--- config.mk ---
export PLATFORM = sky130hd
export DESIGN_NAME = fetch_queue_flat
export DESIGN_NICKNAME = d
export VERILOG_FILES = /design/src/rtl/fetch_queue_pkg.sv /design/src/rtl/fetch_queue_if.sv /design/src/rtl/fetch_fifo.sv /design/src/rtl/fetch_queue.sv /design/src/flat_wrapper.sv
export SDC_FILE = /design/constraint.sdc
export NUM_CORES = 1
export LEC_CHECK = 0
export CAP_MARGIN = 20
export CORE_UTILIZATION = 30
export DETAILED_ROUTE_END_ITERATION = 8
export GPL_TIMING_DRIVEN = 0
export HOLD_SLACK_MARGIN = 0.08
export PLACE_DENSITY = 0.6
export SLEW_MARGIN = 30
export SYNTH_ARGS = -nofsm -noshare
export SYNTH_HDL_FRONTEND = slang
export SYNTH_SLANG_ARGS = --single-unit
--- constraint.sdc ---
create_clock -name clk -period 3.3 [get_ports clk]
set_input_delay 0.99 -clock clk [delete_from_list [all_inputs] [get_ports clk]]
set_output_delay 0.99 -clock clk [all_outputs]
set_load 0.03 [all_outputs]
--- src/rtl/fetch_queue_pkg.sv ---
// Shared types and constants for the fetch queue: FSM encoding, PC step, saturating counter helper.
package fetch_queue_pkg;

  typedef enum logic [1:0] {
    FQ_IDLE = 2'd0,
    FQ_REQ  = 2'd1,
    FQ_WAIT = 2'd2,
    FQ_DROP = 2'd3
  } fq_state_e;

  localparam int unsigned PC_INC = 4;
  localparam int unsigned PERF_W = 32;

  function automatic logic [PERF_W-1:0] sat_inc(input logic [PERF_W-1:0] v);
    return (&v) ? v : v + PERF_W'(1);
  endfunction

endpackage

--- src/rtl/fetch_queue_if.sv ---
// Instruction-memory and decode-side handshake bundle for fetch_queue.
interface fetch_queue_if #(
  parameter int unsigned ADDR_W = 32,
  parameter int unsigned INST_W = 32,
  parameter int unsigned DEPTH  = 4
) ();
  localparam int unsigned CNT_W = $clog2(DEPTH) + 1;

  logic              imem_req;
  logic [ADDR_W-1:0] imem_addr;
  logic              imem_gnt;
  logic              imem_rvalid;
  logic [INST_W-1:0] imem_rdata;
  logic              redirect;
  logic [ADDR_W-1:0] redirect_addr;
  logic              id_ready;
  logic              id_valid;
  logic [INST_W-1:0] id_inst;
  logic [ADDR_W-1:0] id_pc;
  logic [CNT_W-1:0]  count;

  modport master (
    output imem_req, imem_addr, id_valid, id_inst, id_pc, count,
    input  imem_gnt, imem_rvalid, imem_rdata, redirect, redirect_addr, id_ready
  );

  modport slave (
    input  imem_req, imem_addr, id_valid, id_inst, id_pc, count,
    output imem_gnt, imem_rvalid, imem_rdata, redirect, redirect_addr, id_ready
  );
endinterface

--- src/rtl/fetch_fifo.sv ---
// Synchronous FIFO with flush; head shows the last valid entry while empty.
module fetch_fifo #(
  parameter int unsigned W     = 64,
  parameter int unsigned DEPTH = 4,
  parameter int unsigned CNT_W = $clog2(DEPTH) + 1
) (
  input  logic             clk,
  input  logic             rst,
  input  logic             push,
  input  logic             pop,
  input  logic             flush,
  input  logic [W-1:0]     din,
  output logic [W-1:0]     head,
  output logic [CNT_W-1:0] count
);
  localparam int unsigned PTR_W = $clog2(DEPTH);

  logic [W-1:0]     mem [DEPTH];
  logic [PTR_W-1:0] wr_ptr, rd_ptr;
  logic [CNT_W-1:0] cnt;
  logic [W-1:0]     last_q;
  logic             pop_ok, push_ok;

  assign pop_ok  = pop && (cnt != '0);
  assign push_ok = push && ((cnt != CNT_W'(DEPTH)) || pop_ok);

  always_ff @(posedge clk) begin
    if (push_ok && !flush) mem[wr_ptr] <= din;
  end

  always_ff @(posedge clk or negedge rst) begin
    if (!rst) begin
      wr_ptr <= '0;
      rd_ptr <= '0;
      cnt    <= '0;
      last_q <= '0;
    end else begin
      // Remember the head so it stays visible once the queue drains or flushes.
      if (cnt != '0) last_q <= mem[rd_ptr];
      if (flush) begin
        wr_ptr <= '0;
        rd_ptr <= '0;
        cnt    <= '0;
      end else begin
        if (push_ok) wr_ptr <= wr_ptr + PTR_W'(1);
        if (pop_ok)  rd_ptr <= rd_ptr + PTR_W'(1);
        case ({push_ok, pop_ok})
          2'b10:   cnt <= cnt + CNT_W'(1);
          2'b01:   cnt <= cnt - CNT_W'(1);
          default: cnt <= cnt;
        endcase
      end
    end
  end

  assign head  = (cnt != '0) ? mem[rd_ptr] : last_q;
  assign count = cnt;
endmodule

--- src/rtl/fetch_queue.sv ---
// Fetch PC owner + request FSM feeding a DEPTH-entry {PC+4, inst} queue.
// Optional FETCH_PERF_EN adds saturating redirect / decode-starve counters.
module fetch_queue
  import fetch_queue_pkg::*;
#(
  parameter int unsigned       ADDR_W   = 32,
  parameter int unsigned       INST_W   = 32,
  parameter int unsigned       DEPTH    = 4,
  parameter logic [ADDR_W-1:0] RESET_PC = '0
) (
  input  logic clk,
  input  logic rst,
  fetch_queue_if.master bus
`ifdef FETCH_PERF_EN
  , output logic [PERF_W-1:0] perf_redirects
  , output logic [PERF_W-1:0] perf_starve
`endif
);
  localparam int unsigned CNT_W = $clog2(DEPTH) + 1;
  localparam int unsigned W     = ADDR_W + INST_W;

  fq_state_e         state;
  logic              req_q;
  logic [ADDR_W-1:0] fetch_pc;
  logic [W-1:0]      head;
  logic [CNT_W-1:0]  cnt;
  logic              id_valid, push, pop, room;

  assign id_valid = (cnt != '0);
  assign pop      = id_valid && bus.id_ready && !bus.redirect;
  assign push     = (state == FQ_WAIT) && bus.imem_rvalid && !bus.redirect;
  // Space left after this push lands, counting a same-cycle pop.
  assign room     = pop || (cnt < CNT_W'(DEPTH - 1));

  fetch_fifo #(.W(W), .DEPTH(DEPTH), .CNT_W(CNT_W)) u_fifo (
    .clk   (clk),
    .rst   (rst),
    .push  (push),
    .pop   (pop),
    .flush (bus.redirect),
    .din   ({fetch_pc, bus.imem_rdata}),
    .head  (head),
    .count (cnt)
  );

  always_ff @(posedge clk or negedge rst) begin
    if (!rst) begin
      state    <= FQ_IDLE;
      req_q    <= 1'b0;
      fetch_pc <= RESET_PC;
    end else if (bus.redirect) begin
      fetch_pc <= bus.redirect_addr;
      // Only a granted request whose response is still pending forces DROP.
      case (state)
        FQ_REQ: begin
          state <= bus.imem_gnt ? FQ_DROP : FQ_REQ;
          req_q <= !bus.imem_gnt;
        end
        FQ_WAIT, FQ_DROP: begin
          state <= bus.imem_rvalid ? FQ_REQ : FQ_DROP;
          req_q <= bus.imem_rvalid;
        end
        default: begin
          state <= FQ_REQ;
          req_q <= 1'b1;
        end
      endcase
    end else begin
      case (state)
        FQ_IDLE: if (cnt < CNT_W'(DEPTH)) begin
          state <= FQ_REQ;
          req_q <= 1'b1;
        end
        FQ_REQ: if (bus.imem_gnt) begin
          fetch_pc <= fetch_pc + ADDR_W'(PC_INC);
          state    <= FQ_WAIT;
          req_q    <= 1'b0;
        end
        FQ_WAIT: if (bus.imem_rvalid) begin
          state <= room ? FQ_REQ : FQ_IDLE;
          req_q <= room;
        end
        FQ_DROP: if (bus.imem_rvalid) begin
          state <= FQ_REQ;
          req_q <= 1'b1;
        end
        default: begin
          state <= FQ_IDLE;
          req_q <= 1'b0;
        end
      endcase
    end
  end

  assign bus.imem_req  = req_q;
  assign bus.imem_addr = fetch_pc;
  assign bus.id_valid  = id_valid;
  assign bus.id_inst   = head[INST_W-1:0];
  assign bus.id_pc     = head[W-1:INST_W];
  assign bus.count     = cnt;

`ifdef FETCH_PERF_EN
  always_ff @(posedge clk or negedge rst) begin
    if (!rst) begin
      perf_redirects <= '0;
      perf_starve    <= '0;
    end else begin
      if (bus.redirect)               perf_redirects <= sat_inc(perf_redirects);
      if (bus.id_ready && !id_valid)  perf_starve    <= sat_inc(perf_starve);
    end
  end
`endif
endmodule
--- src/flat_wrapper.sv ---
// flat-port wrapper written by rule: the top's interface ports become plain ports
module fetch_queue_flat import fetch_queue_pkg::*;
#(
  parameter int unsigned       ADDR_W   = 32,
  parameter int unsigned       INST_W   = 32,
  parameter int unsigned       DEPTH    = 4,
  parameter logic [ADDR_W-1:0] RESET_PC = '0
)
  (clk, rst, bus_imem_req, bus_imem_addr, bus_id_valid, bus_id_inst, bus_id_pc, bus_count, bus_imem_gnt, bus_imem_rvalid, bus_imem_rdata, bus_redirect, bus_redirect_addr, bus_id_ready);
  fetch_queue_if #(.ADDR_W(ADDR_W), .INST_W(INST_W), .DEPTH(DEPTH)) bus_i ();
  input  logic clk;
  input  logic rst;
  output wire logic [$bits(bus_i.imem_req)-1:0] bus_imem_req;
  output wire logic [$bits(bus_i.imem_addr)-1:0] bus_imem_addr;
  output wire logic [$bits(bus_i.id_valid)-1:0] bus_id_valid;
  output wire logic [$bits(bus_i.id_inst)-1:0] bus_id_inst;
  output wire logic [$bits(bus_i.id_pc)-1:0] bus_id_pc;
  output wire logic [$bits(bus_i.count)-1:0] bus_count;
  input wire logic [$bits(bus_i.imem_gnt)-1:0] bus_imem_gnt;
  input wire logic [$bits(bus_i.imem_rvalid)-1:0] bus_imem_rvalid;
  input wire logic [$bits(bus_i.imem_rdata)-1:0] bus_imem_rdata;
  input wire logic [$bits(bus_i.redirect)-1:0] bus_redirect;
  input wire logic [$bits(bus_i.redirect_addr)-1:0] bus_redirect_addr;
  input wire logic [$bits(bus_i.id_ready)-1:0] bus_id_ready;
  assign bus_imem_req = bus_i.imem_req;
  assign bus_imem_addr = bus_i.imem_addr;
  assign bus_id_valid = bus_i.id_valid;
  assign bus_id_inst = bus_i.id_inst;
  assign bus_id_pc = bus_i.id_pc;
  assign bus_count = bus_i.count;
  assign bus_i.imem_gnt = bus_imem_gnt;
  assign bus_i.imem_rvalid = bus_imem_rvalid;
  assign bus_i.imem_rdata = bus_imem_rdata;
  assign bus_i.redirect = bus_redirect;
  assign bus_i.redirect_addr = bus_redirect_addr;
  assign bus_i.id_ready = bus_id_ready;
  fetch_queue #(.ADDR_W(ADDR_W), .INST_W(INST_W), .DEPTH(DEPTH), .RESET_PC(RESET_PC)) u_core (.clk(clk), .rst(rst), .bus(bus_i));
endmodule
==> flow_summary.ini <==
[die]
rows = 78
fp.dieW_um = 217
fp.dieH_um = 217
top_level_ports = 171
core_area_um2 = 45600
floorplan.initialDensity = 0.305
dieArea_um2 = 47300

[critical_path]
arrival_ns = 2.25
startpoint = u_core.u_fifo.rd_ptr[0]
crit_path_end_kind = output port
cp.required_ns = 2.31
timing.rr.start = u_core.u_fifo.count[0]
path_class = register to output port
reg2reg_setup_slack_ns = 0.88
worstSetupStartpointType = register
worstSetupEndpoint = bus_id_inst[6]
cp_max_fo = 10
r2r_end = u_core.u_fifo.mem[0][26]
r2r_cells = 7

[yosys]
yosysWarnings = 0
yosys.area_share.simple = 0.0426
synth_cell_types = 44
synthAdderAreaFrac = 0.00593
synth_enable_flop_cells = 256
async_reset_ff_frac = 0.293
synth.area.top_cells = edfxtp_1, dfrtp_1, mux4_2
avgSynthCellArea_um2 = 19.2
synth-seq-area-share = 0.743
synth_top_family_by_area = multiplexers
synth_top_cell_area_share = 0.552
muxShareOfSynthArea = 0.161
netlist_area_um2 = 13900
ys.flop_type = edfxtp_1
synth_xor_area_frac = 0.0195
yosysMostFrequentCell = edfxtp_1
ys_seq_elements = 362
synthCells = 723
syn-num-nets = 799
synth-compound-area-share = 0.0167
synth_commonest_cells = edfxtp_1, dfrtp_1, mux2_2, mux4_2, nand2_1
yosys.area.top_type = edfxtp_1

[power_and_ir_drop]
leakage_nw = 6.42
seqPwrFrac = 0.399
power_density_nw_per_um2 = 785
p_comb_frac = 0.292
p_switching_w = 0.00439
sw_frac_of_total = 0.308
p_int_w = 0.00986
ir_drop_uv = 415
p_total_w = 0.0142
p_clk_frac = 0.309

[layout]
fin_nets = 1029
area_delta_synth_final_pct = 30.4
n_antenna_cell = 0
layout-drive-gt1-share = 0.324

[timing]
fin_crit_sh = 0.983
max_slew.worst_pin.slew_ns = 0.853
fmax_ghz = 0.308
drv_slew = 0
layout_min_cycle_time_ns = 3.24
hold_ws_ns = 0.343
hold_viol = 0
rsz0062_at_grt = yes
finalClockSkew_ns = 0.0136
setup-tns-final_ns = 0
slew_headroom = 0.430
finalSetupViolations = 0

[place]
gp_congestion = 0.767
portBuffers = 169
place_hpwl_um = 20800

[routing]
routedWlPerCell_um = 20.2
vias = 7346
viasPerCell = 4.64
drc = 0
wl_um = 32000
drtIter0Drc = 394
drtAntennaViolNets = 0
firstDrtPassIters = 6

[global_routing]
grt_max_degree = 68
grt_pass1_wl_um = 49300
met1_usage = 0.184
use_met3 = 0.0273
grt.busiest_layer = met2
grt_util_met2 = 0.230
grt_pass1_vias = 8053
gr-total-overflow = 0
grt_usage = 0.140
antenna_found_initial = 0

[clocking]
h-tree-depth = 2
clk-insertion-delay-late_ns = 0.55
cts_sinks = 362
cts_buffer_depth = 3
clk_pin_slew_ns = 0.06
cts_root_buf = clkbuf_16
cts_tree = built
cts_buffers = 41

[outcome]
outcome = complete, no violations

[flow_run]
cap_violations = 0

[worst_hold_path]
hold_path.class = input port to async pin
-- cell families (layout without fill, tap and decap cells) --
kind of cell | count (synthesis) | after routing
buffers and inverters | 39 | 300
adders and majority gates | 6 | 6
xor gates and xnor gates | 31 | 31
muxes | 135 | 135
DFF | 362 | 362
and+or+nand+nor | 109 | 109
AOI/OAI and AO/OA | 41 | 41
-- layout make-up --
type / count / area [µm²]
sequential: 362 / 10300
inverter: 7 / 26.3
clock buffer: 54 / 1150
timing repair buffer: 187 / 1840
fill: 4150 / 27400
clock inverter: 20 / 163
tap: 600 / 751
multi-input combinational: 322 / 3530
buffer: 32 / 345
-- layer usage --
metal | share of wire | wire length [µm]
met1 | 0.44 | 14200
met2 | 0.49 | 15500
met3 | 0.050 | 1590
met4 | 0.021 | 674
met5 | 0 | 0
-- power by group through the flow --
| stage | Clock [W] | Sequential (W) | Combinational [W] |
|---|---|---|---|
| finish | 0.00440 | 0.00568 | 0.00416 |
| detailed placement | 0 | 0.00578 | 0.00408 |
| global placement | 0 | 0.00577 | 0.00404 |
| floorplan | 0 | 0.00578 | 0.00233 |
| global route | 0.00470 | 0.00574 | 0.00441 |
| CTS | 0.00454 | 0.00568 | 0.00402 |
-- cells in the final DEF, fill, tap and decap left out, drive strengths merged, types with 4 or more instances in the layout --
cell / n
a21oi: 5
nand4: 13
ha: 5
dfrtp: 106
nor3: 5
mux2: 68
o21ai: 28
and2: 4
mux4: 64
buf: 99
xnor2: 6
nand3: 12
nor2: 14
nand2: 40
inv: 10
clkbuf: 70
clkinv: 13
and3: 6
clkdlybuf4s50: 103
xor2: 25
edfxtp: 256
-- worst min-delay path by stage --
stage                     slack, ns                     start                        to
final                          0.34                       rst  u_core.u_fifo.last_q[12]
after global routing           0.35                       rst  u_core.u_fifo.last_q[12]
after CTS                      0.33                       rst  u_core.u_fifo.last_q[12]
after detailed placement       0.49  u_core.u_fifo.last_q[26]  u_core.u_fifo.last_q[26]
after global placement         0.48  u_core.u_fifo.last_q[31]  u_core.u_fifo.last_q[31]
after floorplan                0.56           u_core.state[1]       u_core.bus.imem_req
-- sequential cells by signal (all words and copies together) (netlist names) --
signal                flops
u_core.u_fifo.mem       256
u_core.u_fifo.last_q     64
u_core.bus.imem_addr     32
u_core.u_fifo.count       3
u_core.state              2
u_core.u_fifo.rd_ptr      2
u_core.u_fifo.wr_ptr      2
u_core.bus.imem_req       1
-- critical path, stage by stage (launching register included) --
cell     delay, ns
dfrtp_2       0.39
buf_4         0.16
buf_12        0.16
mux4_2        0.51
mux2_2        0.29
buf_2         0.18
-- what timing repair did --
| item | 4_1_cts | 5_1_grt |
|---|---|---|
| endpoints found under the setup margin | 65 | 58 |
| hold buffers | 0 | 0 |
| setup buffers | 6 | 3 |
| pin swaps | 1 | 0 |
| resized for setup | 441 | 41 |
-- per-stage QoR --
| step | cells | worst slack, ns | area, µm² | utilization |
|---|---|---|---|---|
| after floorplan | 723 | 0.285 | 13900 | - |
| after global placement | 1492 | -3.92 | 16400 | 0.359 |
| after detailed placement | 1501 | -0.745 | 16600 | 0.363 |
| after CTS | 1581 | -0.0193 | 18000 | 0.395 |
| after global routing | 1584 | -0.0502 | 18200 | 0.398 |
| final | 1584 | 0.0570 | 18200 | 0.398 |
No activity file was read; power rests on OpenSTA's default activity.
